`config.mk`:
```
export PLATFORM = sky130hd
export DESIGN_NAME = varredura_display
export DESIGN_NICKNAME = d
export VERILOG_FILES = /design/src/rtl/varredura_display.sv
export SDC_FILE = /design/constraint.sdc
export NUM_CORES = 1
export LEC_CHECK = 0
export CORE_AREA = 5 5 57 59
export DETAILED_ROUTE_END_ITERATION = 10
export DIE_AREA = 0 0 62 64
export GPL_TIMING_DRIVEN = 1
export HOLD_SLACK_MARGIN = 0.15
export PLACE_DENSITY = 0.9
export SETUP_SLACK_MARGIN = 0.4
export SYNTH_ARGS = -nofsm -noshare
export SYNTH_HDL_FRONTEND = slang
export SYNTH_SLANG_ARGS = --single-unit
```
`constraint.sdc`:
```
create_clock -name clock -period 4.7 [get_ports clock]
set_clock_uncertainty 0.1 [all_clocks]
set_input_delay 0.94 -clock clock [delete_from_list [all_inputs] [get_ports clock]]
set_output_delay 0.94 -clock clock [all_outputs]
set_load 0.02 [all_outputs]
```
`src/rtl/varredura_display.sv`:
```
// varredura_display: time-multiplexed scan driver for a 4-digit common-anode
// 7-segment panel. Each enabled digit gets a blanking gap (all anodes off)
// followed by its lit slot; the 2-bit select only moves while the panel is dark.
// Optional feature macro: VARREDURA_BLINK_EN (frame counter + blink phase that
// suppresses the anode of digits flagged in blink_mask every other period).
module varredura_display #(
   parameter int unsigned TICKS_PER_DIGIT = 50000,
   parameter int unsigned BLANK_TICKS     = 500,
   parameter int unsigned BLINK_FRAMES    = 64
) (
   input  logic       clock,
   input  logic       reset,
   input  logic       enable,
   input  logic       hold,
   input  logic [3:0] digit_mask,
   input  logic [3:0] blink_mask,
   output logic       saida1Contador,
   output logic       saida2Contador,
   output logic [3:0] anodo,
   output logic       frame_done
);

   localparam int unsigned MAX_TICKS = (TICKS_PER_DIGIT > BLANK_TICKS) ? TICKS_PER_DIGIT : BLANK_TICKS;
   localparam int unsigned CW        = $clog2(MAX_TICKS + 1);
   localparam logic [CW-1:0] SHOW_LAST  = CW'(TICKS_PER_DIGIT - 1);
   localparam logic [CW-1:0] BLANK_LAST = CW'(BLANK_TICKS - 1);

   typedef enum logic [1:0] {
      ST_IDLE  = 2'd0,
      ST_BLANK = 2'd1,
      ST_SHOW  = 2'd2
   } state_t;

   state_t        state_q, state_d;
   logic [CW-1:0] cnt_q, cnt_d;
   logic [1:0]    sel_q, sel_d;
   logic [3:0]    anodo_q, anodo_d;
   logic          frame_done_q, frame_done_d;
   logic          blank_digit_s;
   logic          show_end_s;

   // Lowest set bit of a non-zero mask (0 when the mask is empty).
   function automatic logic [1:0] lowest_bit(input logic [3:0] mask);
      logic [1:0] idx;
      idx = 2'd0;
      for (int i = 3; i >= 0; i--) begin
         if (mask[i]) begin
            idx = 2'(i);
         end else begin
            idx = idx;
         end
      end
      return idx;
   endfunction

   // Next set bit strictly above cur, wrapping 3->0; returns cur itself when it is the only bit.
   function automatic logic [1:0] next_bit(input logic [3:0] mask, input logic [1:0] cur);
      logic [1:0] idx;
      logic [1:0] cand;
      logic       found;
      idx   = cur;
      found = 1'b0;
      for (int k = 1; k <= 4; k++) begin
         cand = cur + 2'(k);
         if (!found && mask[cand]) begin
            idx   = cand;
            found = 1'b1;
         end else begin
            idx = idx;
         end
      end
      return idx;
   endfunction

   assign show_end_s = (state_q == ST_SHOW) && !hold && (cnt_q == SHOW_LAST);

   // State and tick counter sequencing: IDLE -> BLANK -> SHOW -> BLANK ...
   always_comb begin
      state_d = state_q;
      cnt_d   = cnt_q;
      if (!enable) begin
         state_d = ST_IDLE;
         cnt_d   = '0;
      end else begin
         case (state_q)
            ST_IDLE: begin
               cnt_d = '0;
               if (digit_mask != 4'b0000) begin
                  state_d = ST_BLANK;
               end else begin
                  state_d = ST_IDLE;
               end
            end
            ST_BLANK: begin
               if (cnt_q == BLANK_LAST) begin
                  state_d = ST_SHOW;
                  cnt_d   = '0;
               end else begin
                  cnt_d = cnt_q + CW'(1);
               end
            end
            ST_SHOW: begin
               if (hold) begin
                  cnt_d = cnt_q;
               end else if (cnt_q == SHOW_LAST) begin
                  cnt_d   = '0;
                  state_d = (digit_mask != 4'b0000) ? ST_BLANK : ST_IDLE;
               end else begin
                  cnt_d = cnt_q + CW'(1);
               end
            end
            default: begin
               state_d = ST_IDLE;
               cnt_d   = '0;
            end
         endcase
      end
   end

   // Select, frame pulse and anode pattern for the cycle after the edge.
   always_comb begin
      sel_d        = sel_q;
      frame_done_d = 1'b0;
      anodo_d      = 4'b1111;
      if (!enable) begin
         sel_d = sel_q;
      end else if ((state_q == ST_IDLE) && (digit_mask != 4'b0000)) begin
         sel_d = lowest_bit(digit_mask);
      end else if (show_end_s && (digit_mask != 4'b0000)) begin
         sel_d        = next_bit(digit_mask, sel_q);
         frame_done_d = (next_bit(digit_mask, sel_q) <= sel_q);
      end else begin
         sel_d = sel_q;
      end
      if ((state_d == ST_SHOW) && !blank_digit_s) begin
         anodo_d = ~(4'b0001 << sel_d);
      end else begin
         anodo_d = 4'b1111;
      end
   end

   // Scan registers with synchronous active-low reset.
   always_ff @(posedge clock) begin
      if (!reset) begin
         state_q      <= ST_IDLE;
         cnt_q        <= '0;
         sel_q        <= 2'b00;
         anodo_q      <= 4'b1111;
         frame_done_q <= 1'b0;
      end else begin
         state_q      <= state_d;
         cnt_q        <= cnt_d;
         sel_q        <= sel_d;
         anodo_q      <= anodo_d;
         frame_done_q <= frame_done_d;
      end
   end

`ifdef VARREDURA_BLINK_EN
   localparam int unsigned FW = (BLINK_FRAMES > 1) ? $clog2(BLINK_FRAMES) : 1;
   localparam logic [FW-1:0] FRAME_LAST = FW'(BLINK_FRAMES - 1);

   logic [FW-1:0] frame_cnt_q, frame_cnt_d;
   logic          phase_q, phase_d;

   // Count completed frames and flip the blink phase every BLINK_FRAMES frames.
   always_comb begin
      frame_cnt_d = frame_cnt_q;
      phase_d     = phase_q;
      if (frame_done_d) begin
         if (frame_cnt_q == FRAME_LAST) begin
            frame_cnt_d = '0;
            phase_d     = ~phase_q;
         end else begin
            frame_cnt_d = frame_cnt_q + FW'(1);
         end
      end else begin
         frame_cnt_d = frame_cnt_q;
      end
   end

   // Blink state registers with synchronous active-low reset.
   always_ff @(posedge clock) begin
      if (!reset) begin
         frame_cnt_q <= '0;
         phase_q     <= 1'b0;
      end else begin
         frame_cnt_q <= frame_cnt_d;
         phase_q     <= phase_d;
      end
   end

   assign blank_digit_s = phase_q & blink_mask[sel_q];
`else
   logic unused_blink_s;
   assign unused_blink_s = (^blink_mask) ^ (BLINK_FRAMES == 32'd0);
   assign blank_digit_s  = 1'b0;
`endif

   assign saida1Contador = sel_q[1];
   assign saida2Contador = sel_q[0];
   assign anodo          = anodo_q;
   assign frame_done     = frame_done_q;

endmodule

```
==> impl_metrics.ini <==
[run_status]
status = finished clean

[placement]
pre_cts_ws_ns = 1.70
place_inst = 222
gp_congestion = 0.843
dp_hpwl_um = 2380
port_buffers = 14

[critical_path]
critPathSlowestCell = or4_1
cp-start-kind = primary input
required_ns = 4.80
critPathKind = primary input to flop
critical-path-top-delay-family = simple AND/OR/NAND/NOR gates
crit_path_end_kind = flop
path_buf_inv = 1
worstPathMaxFanout = 5
cpPeakStageDelay_ns = 0.57
path_cells = clkdlybuf4s50_1, or4_1, and2_1, o21bai_1, a211oi_2, nand4b_1
arrival_ns = 2.76

[clock_network]
cts.sinks = 25
numCtsBuffers = 3
cts_setup_buffers = 0
clock_latency_ns = 0.31
h-tree-depth = 1
cts.path.max_buffers = 2
ctsHoldBuffers = 0
cts.root.buffer_cell = clkbuf_4
clk_pin_slew_worst_paths_ns = 0.14
tritoncts = done
cts_resized = 0

[yosys]
synth_edf_count = 0
synthFlopType = dfxtp_1
ys_warn_count = 0
ys_seq_elements = 25
syn_area_per_cell_um2 = 8.07
synth_seq_area_share_pct = 34.6
synth_area_um2 = 1450
syn_inst = 179
async_flop_share_pct = 0
synth_cell_types = 39
syn_nets = 198

[die]
core_um2 = 2660
die_x_um = 62
pin_count = 19
dieHeight_um = 64
dieArea_um2 = 3970
rows = 19
start_util_pct = 54.3

[grt]
grt_max_degree = 15
grt_pass1_vias = 1274
antenna_found_initial = 0
overflow = 0
grt_first_pass_wirelength_um = 5640
grtUsageTotal_pct = 17.8

[route]
wl_met3_um = 127
met1Wirelength_um = 1450
dr_wl_met2_um = 1560
top_layer = met4
vias = 1353
post_drt_via_cell_ratio = 5.99
drt_wl_total_um = 3150
ant_nets = 0
first_pass_iters = 5
route.detailed.wl_per_inst_um = 13.9
drc = 0
drtIter0Drc = 69

[cells_and_area]
instances_no_fill = 226
fillerInstances = 239
nNetsFinal = 215
drive_above_1_share_pct = 4.62
area_growth_pct = 13.7
n_antenna_cell = 0

[worst_hold_path]
hp-class = flop to flop

[sta]
min_period_ns = 2.66
final_hold_viol_count = 0
setup_ws_ns = 2.04
period_share_pct = 56.6
relSlewSlack_pct = 43.4
drv_slew = 0
rsz0062_at_grt = false
final-setup-viol-count = 0
fmax_ghz = 0.376
tightest_slew_ns = 0.843
setup_tns_ns = 0

[power]
power.density_nw_per_um2 = 216
irDropWorstVdd_uv = 140
p_leak_nw = 0.547

[flow_run]
max_cap_violations = 0
-- registers in the layout (all words and copies together), names as in the netlist --
register / flops
state_q: 2
anodo: 4
frame_done: 1
cnt_q: 16
sel_q: 2
-- per-layer routing --
metal | vias to the layer above | global-route usage [%]
li1 | 688 | -
met1 | 631 | 24.5
met2 | 32 | 27.8
met3 | 2 | 3.02
met4 | 0 | 5.04
met5 | - | 0
-- worst reg2reg max path: stages (launching register included) --
cell and delay (ns):
dfxtp_1 0.37, nor4_2 0.48, and4_1 0.34, o22ai_1 0.22, o21ai_1 0.72, nor2_1 0.12
-- power breakdown --
group | leakage, nW | internal [mW] | total (mW) | switching [mW]
combinational | 0.328 | 0.0195 | 0.0409 | 0.0214
clock | 0.0177 | 0.0318 | 0.0966 | 0.0648
sequential | 0.202 | 0.214 | 0.217 | 0.00353
total | 0.547 | 0.265 | 0.355 | 0.0897
-- cell families after synthesis --
group / after synthesis / share of synthesized area [%]
AO/OA/AOI/OAI: 25 / 11.2
XOR/XNOR: 11 / 6.67
adder cells (fa/ha/maj): 7 / 6.06
buffers and inverters: 9 / 2.42
flip-flops: 25 / 34.6
multiplexers: 1 / 0.693
AND/OR/NAND/NOR: 101 / 38.4
-- synthesized netlist by cell type (3+ instances only) --
cell type | instances | area, µm²
o21ai_0 | 3 | 15.0
or4_1 | 4 | 30.0
nor2_1 | 20 | 75.1
and4b_1 | 3 | 30.0
nor4_1 | 3 | 18.8
nand2b_1 | 4 | 25.0
inv_1 | 7 | 26.3
ha_1 | 7 | 87.6
and2_1 | 3 | 18.8
nand2_1 | 22 | 82.6
nor3_1 | 4 | 20.0
a21oi_1 | 7 | 35.0
dfxtp_1 | 25 | 500
and4_1 | 3 | 26.3
and3_1 | 4 | 25.0
o22ai_1 | 4 | 25.0
nand4_1 | 4 | 25.0
nand3_1 | 15 | 75.1
a31oi_1 | 3 | 18.8
xor2_1 | 9 | 78.8
-- layout make-up --
type                    count  area (µm²)  area share [%]
repair buffers             14         140            8.53
well taps                  31        38.8            2.36
clock inverters             1        5.00           0.305
flip-flops and latches     25         500            30.5
clock buffers               3        22.5            1.37
multi-input cells         145         910            55.4
inverters                   7        26.3            1.60
-- per-stage QoR --
| stage | power, mW | hold slack, ns | util [%] | instance area (µm²) |
|---|---|---|---|---|
| finish | 0.355 | 0.406 | 61.7 | 1640 |
| floorplan | 0.246 | 0.362 | - | 1450 |
| CTS | 0.357 | 0.403 | 61.7 | 1640 |
| global placement | 0.262 | 0.380 | 60.7 | 1620 |
| detailed placement | 0.262 | 0.385 | 60.7 | 1620 |
| global route | 0.374 | 0.456 | 61.7 | 1640 |
-- cells in the final DEF, fill, tap and decap left out, types with 4 or more instances in the layout --
cell type | netlist | layout
dfxtp_1 | 25 | 25
nand2_1 | 22 | 22
nor2_1 | 20 | 20
nand3_1 | 15 | 15
clkdlybuf4s50_1 | 0 | 14
xor2_1 | 9 | 9
inv_1 | 7 | 7
a21oi_1 | 7 | 7
ha_1 | 7 | 7
nand2b_1 | 4 | 4
nand4_1 | 4 | 4
and3_1 | 4 | 4
o22ai_1 | 4 | 4
nor3_1 | 4 | 4
or4_1 | 4 | 4
-- worst paths after layout --
path	cells past startpoint	end	startpoint	slack (ns)
worst max-delay path	6	anodo[2]$_SDFF_PN1_	digit_mask[0]	2.04
worst min-delay path	2	cnt_q[1]$_SDFFE_PN0P_	cnt_q[1]$_SDFFE_PN0P_	0.41
worst max register to register	5	cnt_q[11]$_SDFFE_PN0P_	cnt_q[10]$_SDFFE_PN0P_	2.23
worst min register to register	2	cnt_q[1]$_SDFFE_PN0P_	cnt_q[1]$_SDFFE_PN0P_	0.41
(Power assumes the default switching activity.)
